==> src/rtl/ups_seq_pkg.sv <==
// Shared types and register-map constants for the UPS step sequencer.
package ups_pkg;

  typedef enum logic [1:0] {IDLE, LOAD, RUN, DONE} seq_state_t;

  localparam int REG_CTRL   = 0;
  localparam int REG_PERIOD = 1;
  localparam int REG_COUNT  = 2;
  localparam int REG_TABLE  = 3;

  localparam int CTRL_START   = 0;
  localparam int CTRL_STOP    = 1;
  localparam int CTRL_LOOP    = 2;
  localparam int CTRL_IRQ_CLR = 3;

endpackage

==> src/rtl/ups_seq_timer.sv <==
// Loadable down-counter that parks at zero; zero flags the end of a step.
module ups_seq_timer #(
  parameter int TW = 32
) (
  input  logic          clk,
  input  logic          rst_n,
  input  logic          load,
  input  logic          clr,
  input  logic [TW-1:0] load_val,
  output logic          zero
);

  logic [TW-1:0] cnt;

  always_ff @(posedge clk or negedge rst_n) begin
    if (!rst_n) begin
      cnt <= '0;
    end else if (clr) begin
      cnt <= '0;
    end else if (load) begin
      cnt <= load_val;
    end else if (cnt != '0) begin
      cnt <= cnt - TW'(1);
    end
  end

  assign zero = (cnt == '0);

endmodule

==> src/rtl/ups_seq.sv <==
// Step sequencer: walks the register-bank level table, holding each level PERIOD cycles.
// Optional sticky completion/abort interrupt enabled by defining UPS_SEQ_IRQ_EN.
module ups_seq
  import ups_pkg::*;
#(
  parameter int DW = 8,
  parameter int DI = 3,
  parameter int TW = 32
) (
  input  logic                 clk,
  input  logic                 rst_n,
  input  logic [DW-1:0][31:0]  data,
  input  logic [DW-1:0]        dv,
  output logic [31:0]          seq_out,
  output logic                 seq_stb,
  output logic                 busy,
  output logic                 done,
  output logic [DI-1:0]        step_idx
`ifdef UPS_SEQ_IRQ_EN
  ,
  output logic                 irq
`endif
);

  seq_state_t    state, state_nxt;
  logic [31:0]   ctrl_w;
  logic          cmd_start, cmd_stop, abort;
  logic [TW-1:0] period_w, pm1_in, pm1_q, tmr_val;
  logic [15:0]   n_in, n_q, r_q, pass_q;
  logic          loop_q;
  logic [DI-1:0] idx_q, step_sel, word_sel;
  logic          step_load, pass_inc, tmr_zero, last_step, more_pass;
  logic          ctrl_unused;

  assign ctrl_w    = data[REG_CTRL];
  assign cmd_start = dv[REG_CTRL] & ctrl_w[CTRL_START];
  assign cmd_stop  = dv[REG_CTRL] & ctrl_w[CTRL_STOP];
  assign abort     = cmd_stop & (state != IDLE);

  // A zero period behaves like a one-cycle period; the timer holds P-1.
  assign period_w  = data[REG_PERIOD][TW-1:0];
  assign pm1_in    = (period_w == '0) ? '0 : period_w - TW'(1);
  assign n_in      = (data[REG_COUNT][15:0] > 16'(DW-3)) ? 16'(DW-3) : data[REG_COUNT][15:0];

  assign last_step = (16'(idx_q) + 16'd1) >= n_q;
  assign more_pass = loop_q | (pass_q < r_q);
  assign tmr_val   = (state == LOAD) ? pm1_in : pm1_q;
  assign word_sel  = DI'(REG_TABLE) + step_sel;

  assign ctrl_unused = ^{ctrl_w[31:3], data[REG_PERIOD], dv};

  ups_seq_timer #(.TW(TW)) u_timer (
    .clk      (clk),
    .rst_n    (rst_n),
    .load     (step_load),
    .clr      (abort),
    .load_val (tmr_val),
    .zero     (tmr_zero)
  );

  always_ff @(posedge clk or negedge rst_n) begin
    if (!rst_n) state <= IDLE;
    else        state <= state_nxt;
  end

  always_comb begin
    state_nxt = state;
    step_load = 1'b0;
    step_sel  = '0;
    pass_inc  = 1'b0;
    case (state)
      IDLE: if (cmd_start && !cmd_stop) state_nxt = LOAD;
      LOAD: begin
        if (n_in == '0) begin
          state_nxt = DONE;
        end else begin
          state_nxt = RUN;
          step_load = 1'b1;
        end
      end
      RUN: begin
        if (tmr_zero) begin
          if (!last_step) begin
            step_load = 1'b1;
            step_sel  = idx_q + DI'(1);
          end else if (more_pass) begin
            step_load = 1'b1;
            pass_inc  = 1'b1;
          end else begin
            state_nxt = DONE;
          end
        end
      end
      DONE:    state_nxt = IDLE;
      default: state_nxt = IDLE;
    endcase
    // STOP overrides any step advance; seq_out keeps its last level.
    if (abort) begin
      state_nxt = IDLE;
      step_load = 1'b0;
      pass_inc  = 1'b0;
    end
  end

  always_ff @(posedge clk or negedge rst_n) begin
    if (!rst_n) begin
      pm1_q   <= '0;
      n_q     <= '0;
      r_q     <= '0;
      loop_q  <= 1'b0;
      idx_q   <= '0;
      pass_q  <= '0;
      seq_out <= '0;
      seq_stb <= 1'b0;
    end else begin
      seq_stb <= step_load;
      if (state == LOAD) begin
        pm1_q  <= pm1_in;
        n_q    <= n_in;
        r_q    <= data[REG_COUNT][31:16];
        loop_q <= ctrl_w[CTRL_LOOP];
        pass_q <= '0;
      end
      if (abort) begin
        idx_q  <= '0;
        pass_q <= '0;
      end else if (step_load) begin
        idx_q   <= step_sel;
        seq_out <= data[word_sel];
        if (pass_inc && pass_q != 16'hFFFF) pass_q <= pass_q + 16'd1;
      end
    end
  end

  assign busy     = (state != IDLE);
  assign done     = (state == DONE);
  assign step_idx = idx_q;

`ifdef UPS_SEQ_IRQ_EN
  always_ff @(posedge clk or negedge rst_n) begin
    if (!rst_n)                                    irq <= 1'b0;
    else if (done || abort)                        irq <= 1'b1;
    else if (dv[REG_CTRL] && ctrl_w[CTRL_IRQ_CLR]) irq <= 1'b0;
  end
`endif

endmodule

==> config.mk <==
export PLATFORM = sky130hd
export DESIGN_NAME = ups_seq
export DESIGN_NICKNAME = d
export VERILOG_FILES = /design/src/rtl/ups_seq_pkg.sv /design/src/rtl/ups_seq_timer.sv /design/src/rtl/ups_seq.sv
export SDC_FILE = /design/constraint.sdc
export NUM_CORES = 1
export LEC_CHECK = 0
export ABC_AREA = 1
export ABC_CLOCK_PERIOD_IN_PS = 5660
export BUFFER_PORTS_ARGS = -buffer_cell sky130_fd_sc_hd__buf_2
export CAP_MARGIN = 10
export CORE_MARGIN = 2
export CORE_UTILIZATION = 40
export DETAILED_ROUTE_END_ITERATION = 16
export SETUP_SLACK_MARGIN = 0.3
export SLEW_MARGIN = 5
export SYNTH_ARGS = -nofsm -noshare
export SYNTH_HDL_FRONTEND = slang
export SYNTH_SLANG_ARGS = --single-unit
export TNS_END_PERCENT = 20
==> constraint.sdc <==
create_clock -name clk -period 5.66 [get_ports clk]
set_input_delay 0.283 -clock clk [delete_from_list [all_inputs] [get_ports clk]]
set_output_delay 0.283 -clock clk [all_outputs]
set_load 0.02 [all_outputs]
**Yosys cells after proc, flatten, opt, wreduce, memory -nomap -nowiden**

Cells that the tools add are included.

- Output and inout port bits: 38
- Logic and storage cells: 80
- Bits of input ports: 266
- Register bits after elaboration: 151

- Muxes and demuxes: 34
- $lt $le $gt $ge: 4
- Bitwise operators: 5
- Eq/ne operators: 8
- Reduce and logical (&&, ||, !) cells: 13
- $add $sub $neg: 6

Operator list:

| cell | number |
|---|---|
| $mux W32 | 6 |
| $bmux W32 S3 | 1 |
| $mux W16 | 5 |
| $logic_not A32 Y1 | 2 |
| $sub A32 B1 Y32 const B | 2 |
| $reduce_bool A32 Y1 | 1 |
| $add A16 B1 Y16 const B | 1 |
| $ge A4 B16 Y1 | 1 |
| $gt A16 B3 Y1 const B | 1 |
| $logic_not A16 Y1 | 1 |
| $lt A16 B16 Y1 | 1 |
| $ne A16 B16 Y1 const B | 1 |
| $mux W3 | 5 |
| $ne A3 B3 Y1 const B | 4 |
| $mux W1 | 10 |
| $mux W2 | 5 |
| $pmux W2 S4 | 1 |
| $add A3 B1 Y4 const B | 1 |
| $eq A2 B2 Y1 const B | 2 |
| $lt A3 B4 Y1 const B | 1 |
| $reduce_and A4 Y1 | 1 |
| $reduce_bool A2 Y1 | 2 |
| $add A2 B3 Y3 const A | 1 |
| $add A3 B1 Y3 const B | 1 |
| 10 further kinds | 13 |

**Longest topological paths before layout**

Gate-level depths: netlist of run 1.

- Depth in word-level cells: 11
- Gate-level depth with buffers: 20
- Gate-level depth less buffers: 19

**Modules after synthesis**

From an unflattened synthesis of run 1, not the netlist that was laid out.

- Cell total of the unflattened synthesis: 1,939
- Area, all modules: 12,016.5 um^2

By module, submodules not included:

| module | instances | seq. area each (um^2) | area an instance (um^2) | cells an instance |
|---|---|---|---|---|
| ups_seq | 1 | 2,977.9 | 9,507.9 | 1,565 |
| ups_seq_timer | 1 | 800.8 | 2,508.7 | 374 |

**Worst setup path before layout of run 1**

OpenSTA, ideal clock, no wires.

- Path type: register to register
- Start: register idx_q[0] (netlist: step_idx[0])
- End: register seq_out[10]
- Required time: 5,594 ps
- Path slack: 2,856 ps
- Setup time: 66 ps
- Buffers on the path: 2
- Arrival: 2,738 ps
- Cell stages (with the launch flop): 18
- Period minus slack after synthesis: 2,804 ps
- Cells stage by stage: dfrtp_1 -> ha_1 -> xnor2_1 -> inv_1 -> ha_1 -> nand2_1 -> nand2_1 -> nand2_1 -> a21oi_1 -> nor2_2 -> nand2_1 -> ha_1 -> clkbuf_1 -> clkbuf_1 -> nand2_1 -> nand3_1 -> nand3_1 -> nand2_1

- Word-level cells in the longest chain between the ends: 8
- Elaborated cells between the ends (all ways): 14
- Classes of those cells: add/sub (3); order compare (1); mux (9); reduce/logical (1)

Ends and longest elaborated chain:

| what | line | source |
|---|---|---|
| start, declared | ups_seq.sv:31 | `logic [DI-1:0] idx_q, step_sel, word_sel;` |
| start signal, assigned | ups_seq.sv:128 | `idx_q <= step_sel;` |
| $add A3 B1 Y4 | ups_seq.sv:45 | `assign last_step = (16'(idx_q) + 16'd1) >= n_q;` |
| $ge A4 B16 Y1 | ups_seq.sv:45 |  |
| $mux W3 | ups_seq.sv:83 | `if (!last_step) begin` |
| $mux W3 | ups_seq.sv:82 | `if (tmr_zero) begin` |
| $mux W3 | ups_seq.sv:71 | `case (state)` |
| $add A2 B3 Y3 | ups_seq.sv:48 | `assign word_sel = DI'(REG_TABLE) + step_sel;` |
| $bmux W32 S3 | ups_seq.sv:129 | `seq_out <= data[word_sel];` |
| $mux W32 (not written as such) | ups_seq.sv:129 |  |
| end signal, assigned | ups_seq.sv:129 |  |
| end, declared | ups_seq.sv:14 | `output logic [31:0] seq_out,` |

Several ways; a longest one is shown, not always the timed one. The select of a mux whose other input is x is not followed.
A chain may end at the register's enable or synchronous reset.

**Worst setup path after layout of run 1**

- Start: register u_timer.cnt[0]
- End: register seq_out[25]

- Word-level cells in the longest chain between the ends: 6
- Elaborated cells between the ends (all ways): 10
- Classes of those cells: add/sub (1); mux (7); reduce/logical (2)

Ends and longest elaborated chain:

| what | line | source |
|---|---|---|
| start, declared | ups_seq_timer.sv:13 | `logic [TW-1:0] cnt;` |
| start signal, assigned | ups_seq_timer.sv:21 | `cnt <= load_val;` |
| start signal, assigned | ups_seq_timer.sv:23 | `cnt <= cnt - TW'(1);` |
| $logic_not A32 Y1 (*) | ups_seq_timer.sv:27 | `assign zero = (cnt == '0);` |
| $mux W3 | ups_seq.sv:82 |  |
| $mux W3 | ups_seq.sv:71 |  |
| $add A2 B3 Y3 | ups_seq.sv:48 |  |
| $bmux W32 S3 | ups_seq.sv:129 |  |
| $mux W32 (not written as such) | ups_seq.sv:129 |  |

Mark *: on every way between the ends. The rest lies on a longest branch, timed or not. The select of a mux whose other input is x is not followed.

==> metrics.cfg, run 1 <==
[outcome]
status=completed

[clock_network]
tritoncts=yes
h-tree-depth=4
cts_setup_buffers=0
post_cts_resize_count=0
clock_path_buffers=2
path_clk_slew_ns=0.07
clk_latency_ns=0.44
cts-root-buf=clkbuf_16
cts.sinks=151
cts_buffers=17

[power_and_ir_drop]
p_total_uw=5410
vdd_ir_drop_max_mv=0.307
p_leak_uw=0.00770
power.density_nw_per_um2=390

[global_route]
grt_usage_pct=27.3
grt_start_max_net_pins=127
antenna_found_initial=8
overflow=0
grt_pass1_vias=11800
grt_pass1_wl_mm=64.9

[yosys]
ys_warn_count=0
synth_async_sr_flop_share_pct=100
seq_area_frac_synth_pct=32.8
yosysTopAreaCellShare_pct=32.8
postSynthRegisterBits=151
syn-cell-area_sq_um=11500
synth_edf_count=0
synth_top_cell_by_area=dfrtp_1
synth.distinct_cells=41
syn_inst=1870
syn_nets=2165
synthFlopType=dfrtp_1
postSynthAreaPerCell_sq_um=6.16
synth_area_leaders=dfrtp_1, nand2_1, nand3_1

[finish]
final_cells=2508
drive_above_1_share_pct=17.2
layout_common_cells=nand2_1, buf_2, nand3_1
nets=2401
layout_commonest_cell=nand2_1
final_util_pct=48.6
stdcell_area_sq_um=13900
area_delta_synth_final_pct=20.5
nFillCells=3133

[setup_path]
cp_common_cell=nand2_1
path_class=reg -> reg
endpoint_kind=register
arrival_ns=4.08
slowest_stage=inv_1
max_stage_delay_ns=0.89
critical_path.max_fanout=33
start_kind=register
cp_cell_sequence=inv_1 -> ha_1 -> nand2_2 -> nor2_4 -> nand3_2 -> nor2_4 -> nand4_2 -> nor2_2 -> nand2_1 -> ha_2 -> nand4_1 -> nand2_1 -> buf_4 -> inv_1 -> nand3_1 -> nand3_1 -> nand2_1
required_ns=5.98

[die]
pin_count=304
rows=62
fp.dieH_um=174
start_util_pct=40.4
die_w_um=174
coreArea_sq_um=28500
die_area_sq_um=30200

[sta]
setup_tns_ns=0
finalCritPeriodShare_pct=66.4
rsz0062_at_grt=no
clock_skew_ns=0.0143
final-hold-violation-count=0
period_minus_slack_ns=3.76
fmax_mhz=266
setup_violations=0
relSlewSlack_pct=22.4
max_slew.worst_pin.slew_ns=1.16
maxSlewViolCount=0

[drt]
remaining_drc_errors=0
drt_iter0_drc=1295
dr.pass1.iters=8
vias=12900
wl_per_cell_um=16.7
final_antenna_net_count=0
viasPerCell=5.13
drt-total-wl_mm=41.9

[placement]
placed_cell_area_sq_um=13200
place_inst=2469
dpl.hpwl_mm=31.0
numPortBuffers=296
place_congestion=0.924

[min_path]
min_path_type=in -> reg

[run]
cap_violations=0

-- per-layer routing --
metal,wire [um],share of wire [%],vias up,track usage (%)
li1,-,-,6404,-
met1,19600,47,5994,39.8
met2,19000,45,432,41.7
met3,2570,6.1,41,4.39
met4,760,1.8,4,7.81
met5,27,0.064,-,0
-- cell usage after synthesis, types with 19 or more instances --
library cell	count
nand2_1	730
nor2_1	175
inv_1	168
xor2_1	32
o21ai_0	78
nand4_1	25
ha_1	29
a21oi_1	19
dfrtp_1	151
buf_2	30
nand3_1	284
clkbuf_1	49
nor3_1	20
-- logic make-up (layout without fill, tap and decap cells) --
kind of cell               count (synthesis)  in the layout  synth area share (%)
xor gates and xnor gates                  42             42                  3.19
buffers and inverters                    265            514                  9.28
other                                      0              5                     0
DFF                                      151            151                  32.8
adders and majority gates                 29             29                  3.15
AOI/OAI and AO/OA                        118            118                  5.52
and+or+nand+nor                         1265           1265                  46.1
-- path summary, 6_finish.rpt --
check | start | end | slack (ns) | cells after the start
max | u_timer.cnt[0]$_DFFE_PN0P_ | seq_out[25]$_DFFE_PN0P_ | 1.90 | 17
min | data[84] | r_q[4]$_DFFE_PN0P_ | 0.09 | 3
max reg2reg | u_timer.cnt[0]$_DFFE_PN0P_ | seq_out[25]$_DFFE_PN0P_ | 1.90 | 17
min reg2reg | seq_out[7]$_DFFE_PN0P_ | seq_out[7]$_DFFE_PN0P_ | 0.47 | 2
max in group asynchronous | rst_n | r_q[7]$_DFFE_PN0P_ | 4.12 | 3
min in group asynchronous | rst_n | u_timer.cnt[2]$_DFFE_PN0P_ | 0.52 | 2
-- layout make-up --
| class | instances | area, sq um | share of cell area [%] |
|---|---|---|---|
| multi-input combinational | 1454 | 6710 | 48.3 |
| sequential | 151 | 3780 | 27.2 |
| timing repair buffer | 309 | 1610 | 11.6 |
| inverter | 173 | 649 | 4.68 |
| tap | 384 | 480 | 3.46 |
| clock buffer | 19 | 453 | 3.26 |
| clock inverter | 13 | 191 | 1.38 |
| antenna | 5 | 12.5 | 0.0901 |
-- metrics by stage --
step	hold slack, ns	setup WS, ns
floorplan	-0.0126	2.86
global placement	0.412	1.96
detailed placement	0.420	1.93
CTS	0.0656	1.93
global route	0.0831	1.52
finish	0.0862	1.90
-- repair_timing --
action | in CTS | in global routing
setup endpoints to repair | 0 | 0
endpoints found under the hold margin | 82 | 0
hold buffers | 1 | 0
-- where the power goes --
part | internal (uW) | switching (uW) | leakage (uW)
Clock | 768 | 505 | 0.000307
Combinational | 731 | 1680 | 0.00547
Sequential | 1490 | 233 | 0.00193
Total | 2990 | 2420 | 0.00770
-- flip-flops by register name, summed over array words and instances, names as in the netlist --
name	cells
step_idx	3
seq_stb	1
state	2
seq_out	32
loop_q	1
pm1_q	32
n_q	16
u_timer.cnt	32
pass_q	16
r_q	16
-- critical path, delay by kind of cell, from the launching register on --
family	cells	cell delay [ns]
adder cells (fa/ha/maj)	2	0.40
buffers and inverters	3	1.23
flip-flops	1	0.38
AND/OR/NAND/NOR	12	1.61
Power figures use the tool's default switching activity.
==> run 2, diff against run 1 <==
--- a/config.mk
+++ b/config.mk
@@ -6,7 +6,7 @@
 export NUM_CORES = 1
 export LEC_CHECK = 0
 export ABC_AREA = 1
-export ABC_CLOCK_PERIOD_IN_PS = 5660
+export ABC_CLOCK_PERIOD_IN_PS = 3500
 export BUFFER_PORTS_ARGS = -buffer_cell sky130_fd_sc_hd__buf_2
 export CAP_MARGIN = 10
 export CORE_MARGIN = 2
==> constraint.sdc (replaced) <==
create_clock -name clk -period 3.5 [get_ports clk]
set_input_delay 0.175 -clock clk [delete_from_list [all_inputs] [get_ports clk]]
set_output_delay 0.175 -clock clk [all_outputs]
set_load 0.02 [all_outputs]
==> run 2 against run 1 <==
Non-clock buffer count grew 29. Flip-flop and latch count did not move. Register-to-register slack worse by 1.3 ns. Final cell count grew 1.0%. Wire length grew 4.0%. Global-route usage rose by 0.48 points.
==> metrics.cfg, run 2 (synthesis results as in run 1) <==
[clock_network]
tritoncts=yes
clk_latency_ns=0.44
clock_path_buffers=2
path_clk_slew_ns=0.07
h-tree-depth=4
cts.sinks=151
cts-root-buf=clkbuf_16
cts_buffers=17

[setup_path]
required_ns=3.84
critical_path.max_fanout=39
endpoint=seq_out[31]$_DFFE_PN0P_
rrSetupSlack_ns=0.57
cp_common_cell=nand2_1
endpoint_kind=register
arrival_ns=3.27
path_class=reg -> reg
rr_endpoint=seq_out[31]$_DFFE_PN0P_
cp-startpoint=step_idx[0]$_DFFE_PN0P_
reg2reg_depth=17
slowest_stage=ha_2
rr_startpoint=step_idx[0]$_DFFE_PN0P_
max_stage_delay_ns=0.46
start_kind=register
cp_cell_sequence=ha_1 -> xnor2_1 -> inv_1 -> ha_1 -> nand2_1 -> nand2_1 -> nand2_1 -> a21oi_1 -> nor2_2 -> nand2_1 -> ha_2 -> inv_8 -> buf_12 -> nand2_1 -> nand3_1 -> nand3_1 -> nand2_1

[sta]
setup_tns_ns=0
maxSlewViolCount=0
clock_skew_ns=0.0114
rsz0062_at_grt=no
setup_violations=0
max_slew.worst_pin.slew_ns=0.779
finalCritPeriodShare_pct=83.7
period_minus_slack_ns=2.93
fmax_mhz=342
final-hold-violation-count=0
relSlewSlack_pct=48.1

[global_route]
antenna_found_initial=1
grt_start_max_net_pins=129
grt_pass1_vias=12100
grt_pass1_wl_mm=66.5
overflow=0
grt_usage_pct=27.8

[drt]
dr.pass1.iters=5
remaining_drc_errors=0
viasPerCell=5.22
drt_iter0_drc=1314
final_antenna_net_count=0
wl_per_cell_um=17.2
drt-total-wl_mm=43.6
vias=13200

[placement]
placed_cell_area_sq_um=13400
numPortBuffers=296
place_congestion=0.922
dpl.hpwl_mm=31.8

[die]
fp.dieH_um=174
coreArea_sq_um=28500
start_util_pct=40.4
pin_count=304
rows=62
die_area_sq_um=30200
die_w_um=174

[finish]
nFillCells=3095
nets=2430
seq_area_sq_um=3780
top_regs=pm1_q x32, seq_out x32, u_timer.cnt x32
area_delta_synth_final_pct=23.5
drive_above_1_share_pct=17.6
multi_input_area_sq_um=6720
layout_commonest_cell=nand2_1
layout_common_cells=nand2_1, buf_2, nand3_1
stdcell_area_sq_um=14200
final_util_pct=49.9

[power_and_ir_drop]
power.density_nw_per_um2=613
p_leak_uw=0.00785
vdd_ir_drop_max_mv=0.403

[run]
cap_violations=0

[min_path]
min_path_type=in -> reg
hold_start=data[88]

[outcome]
status=completed

[run 2: cell count changes in the layout (fill, tap and decap cells not counted), sizes merged, moves of 2 or more]
cell	change
dlygate4sd3	+16
buf	+11
diode	-4
bufinv	-2
inv	+2
[run 2: worst max-delay path: cells and delay by family, from the launching register on]
family | cells | cell delay [ns]
AOI/OAI and AO/OA | 1 | 0.08
xor gates and xnor gates | 1 | 0.15
adders and majority gates | 3 | 0.97
buffers and inverters | 3 | 0.41
DFF | 1 | 0.41
and+or+nand+nor | 9 | 0.80
[run 2: layer usage]
metal  wire (um)  GRT usage, %  vias to the layer above
met5           0             0                        -
met4         840          6.86                        0
met3        2850          4.67                       69
met2       20000          43.9                      499
met1       19900          39.6                     6186
li1            -             -                     6468
[run 2: stage by stage]
step / hold slack, ns / setup WS (ns) / std cells / power, uW
finish: 0.0138 / 0.572 / 2533 / 8730
global route: 0.0315 / 0.320 / 2533 / 9420
CTS: 0.0136 / 0.338 / 2529 / 8740
detailed placement: 0.275 / 0.352 / 2480 / 6780
global placement: 0.272 / 0.392 / 2480 / 6710
floorplan: -0.121 / 0.696 / 1870 / 5470
[run 2: cell type report]
cell class | count | share of cell area, %
Antenna cell | 1 | 0.0176
Clock buffer | 18 | 3.01
Clock inverter | 14 | 1.15
Inverter | 173 | 4.63
Multi-Input combinational cell | 1454 | 47.2
Sequential cell | 151 | 26.5
Tap cell | 384 | 3.37
Timing Repair Buffer | 338 | 14.1
[run 2: what timing repair did]
action / CTS / global route
hold buffers: 17 / 0
setup buffers: 0 / 1
resized for setup: 0 / 19
endpoints found under the setup margin: 0 / 32
hold endpoints to repair: 92 / 0
[run 2: how the worst min path moves through the flow]
stage	end	slack (ns)	cells after the start
after floorplan	loop_q$_DFFE_PN0P_	-0.12	0
after global placement	u_timer.cnt[5]$_DFFE_PN0P_	0.27	1
after detailed placement	u_timer.cnt[3]$_DFFE_PN0P_	0.27	1
after CTS	r_q[8]$_DFFE_PN0P_	0.01	3
after global routing	r_q[8]$_DFFE_PN0P_	0.03	3
final	r_q[8]$_DFFE_PN0P_	0.01	3
[run 2: report_power, final]
part / internal, uW / switching, uW
clock: 1070 / 854
sequential: 2410 / 377
combinational: 1260 / 2760
total: 4740 / 3990
==> run 3, diff against run 2 <==
--- a/config.mk
+++ b/config.mk
@@ -6,7 +6,7 @@
 export NUM_CORES = 1
 export LEC_CHECK = 0
 export ABC_AREA = 1
-export ABC_CLOCK_PERIOD_IN_PS = 3500
+export ABC_CLOCK_PERIOD_IN_PS = 2900
 export BUFFER_PORTS_ARGS = -buffer_cell sky130_fd_sc_hd__buf_2
 export CAP_MARGIN = 10
 export CORE_MARGIN = 2
==> constraint.sdc (replaced) <==
create_clock -name clk -period 2.9 [get_ports clk]
set_input_delay 0.145 -clock clk [delete_from_list [all_inputs] [get_ports clk]]
set_output_delay 0.145 -clock clk [all_outputs]
set_load 0.02 [all_outputs]
==> run 3 against run 2 <==
Global-route usage grew 1.3 points. Fmax grew 6.7%. Critical path depth grew 1. Non-clock buffer count grew 54. Combinational power grew 28%. Via count grew 3.7%. Sequential share of layout area shrank 1.9 points. Final cell count grew 2.3%. Sequential power grew 20%. Count of clock-buffer cells in the layout shrank 1. Register-to-register slack lost 0.42 ns.
==> metrics.cfg, run 3 (synthesis results as in run 1) <==
[setup_path]
arrival_ns=3.06
path_class=reg -> reg
crit_family=buffers and inverters
start_kind=register
endpoint_kind=register
cp.depth=18
slowest_stage=dfrtp_2
reg2reg_depth=18
cp_num_buf_inv=11
required_ns=3.22
cp_common_cell=buf_4
cp_cell_sequence=ha_4 -> xnor2_2 -> inv_2 -> buf_4 -> buf_4 -> buf_4 -> buf_4 -> buf_4 -> buf_4 -> buf_4 -> buf_4 -> nand4_1 -> nand2_4 -> inv_8 -> clkbuf_16 -> nand3_1 -> nand3_1 -> nand2_1
max_stage_delay_ns=0.43
critical_path.max_fanout=8

[sta]
max_slew.worst_pin.slew_ns=0.604
fmax_mhz=364
period_minus_slack_ns=2.74
setup_violations=0
finalCritPeriodShare_pct=94.7
relSlewSlack_pct=59.8
clock_skew_ns=0.0120
maxSlewViolCount=0
final-hold-violation-count=0
rsz0062_at_grt=yes
setup_tns_ns=0

[drt]
vias=13700
wl_met1_mm=20.3
met2_length_mm=21.7
dr.pass1.iters=6
viasPerCell=5.29
routed-wl-met3_mm=3.74
drt-total-wl_mm=47.0
remaining_drc_errors=0
drt_iter0_drc=1572
top_layer=met5
final_antenna_net_count=0
wl_per_cell_um=18.1

[finish]
top_regs=pm1_q x32, seq_out x32, u_timer.cnt x32
final_cells=2590
nets=2486
layout_commonest_cell=nand2_1
layout_common_cells=nand2_1, buf_2, nand3_1
drive_above_1_share_pct=20.9
area_delta_synth_final_pct=32.9

[die]
coreArea_sq_um=28500
start_util_pct=40.4
pin_count=304
die_area_sq_um=30200
die_w_um=174
rows=62
fp.dieH_um=174

[placement]
numPortBuffers=296
dpl.hpwl_mm=33.1
place_congestion=0.939
place_inst=2501

[power_and_ir_drop]
power.density_nw_per_um2=707
p_leak_uw=0.00836
vdd_ir_drop_max_mv=0.532
p_total_uw=10800

[clock_network]
tritoncts=yes
clk_latency_ns=0.44
cts-root-buf=clkbuf_16
cts_buffers=17
cts.sinks=151
h-tree-depth=4
clock_path_buffers=2
path_clk_slew_ns=0.07

[min_path]
min_path_type=in -> reg
hold_path_depth=3

[global_route]
grt_start_max_net_pins=129
grt_pass1_wl_mm=69.0
grt_usage_pct=29.1
grt_pass1_vias=12500
overflow=0
antenna_found_initial=3

[outcome]
status=completed

[run]
cap_violations=0

-- run 3: changes by cell type in the layout (fill, tap and decap cells not counted), sizes merged --
cell,delta
buf,+44
clkbuf,+8
clkinv,+5
inv,-4
nand2,+2
bufinv,+1
clkinvlp,-1
diode,+1
dlygate4sd3,+1
-- run 3: cell type report --
| cell class | count | area (sq um) |
|---|---|---|
| Antenna cell | 2 | 5.00 |
| Clock buffer | 17 | 425 |
| Sequential cell | 151 | 3780 |
| Inverter | 173 | 662 |
| Fill cell | 3008 | 13200 |
| Clock inverter | 15 | 178 |
| Tap cell | 384 | 480 |
| Timing Repair Buffer | 392 | 2870 |
| Multi-Input combinational cell | 1456 | 6910 |
-- run 3: report_power, final --
| group | leakage (uW) | internal [uW] | switching [uW] |
|---|---|---|---|
| sequential | 0.00192 | 2910 | 429 |
| clock | 0.000293 | 1360 | 990 |
| combinational | 0.00615 | 1660 | 3490 |
-- run 3: metal layers --
metal,vias to the layer above,global-route usage [%]
met4,2,7.56
met5,-,0
met2,622,47.0
met3,93,5.02
met1,6417,40.3
li1,6577,-
-- run 3: through the flow --
stage          utilization [%]  setup slack (ns)  hold WS (ns)  area (sq um)
4_1_cts                   51.9             0.242        0.0169         14800
5_1_grt                   53.7            0.0366        0.0567         15300
3_3_place_gp              47.6            0.0573         0.168         13600
6_report                  53.7             0.155        0.0284         15300
3_5_place_dp              47.6            0.0601         0.172         13600
2_1_floorplan                -             0.294        -0.151         11600
-- run 3: timing repair --
action	CTS	global route
endpoints found under the hold margin	71	0
buffers inserted	15	2
hold buffers	18	0
gates cloned	5	15
pin swaps	18	13
resized for setup	42	31
setup endpoints to repair	34	82
-- run 3: worst min-delay path, stage by stage --
cell     delay [ns]
buf_2          0.13
nand3_1        0.08
o21ai_0        0.07
-- run 3: final timing paths --
path                                    startpoint  slack, ns                          to
setup / recovery           step_idx[0]$_DFFE_PN0P_       0.16     seq_out[20]$_DFFE_PN0P_
min in group asynchronous                    rst_n       0.26  u_timer.cnt[3]$_DFFE_PN0P_
max in group asynchronous                    rst_n       1.82      seq_out[3]$_DFFE_PN0P_
setup reg to reg           step_idx[0]$_DFFE_PN0P_       0.16     seq_out[20]$_DFFE_PN0P_
hold reg to reg            seq_out[28]$_DFFE_PN0P_       0.47     seq_out[28]$_DFFE_PN0P_
hold / removal                            data[65]       0.03          n_q[1]$_DFFE_PN0P_
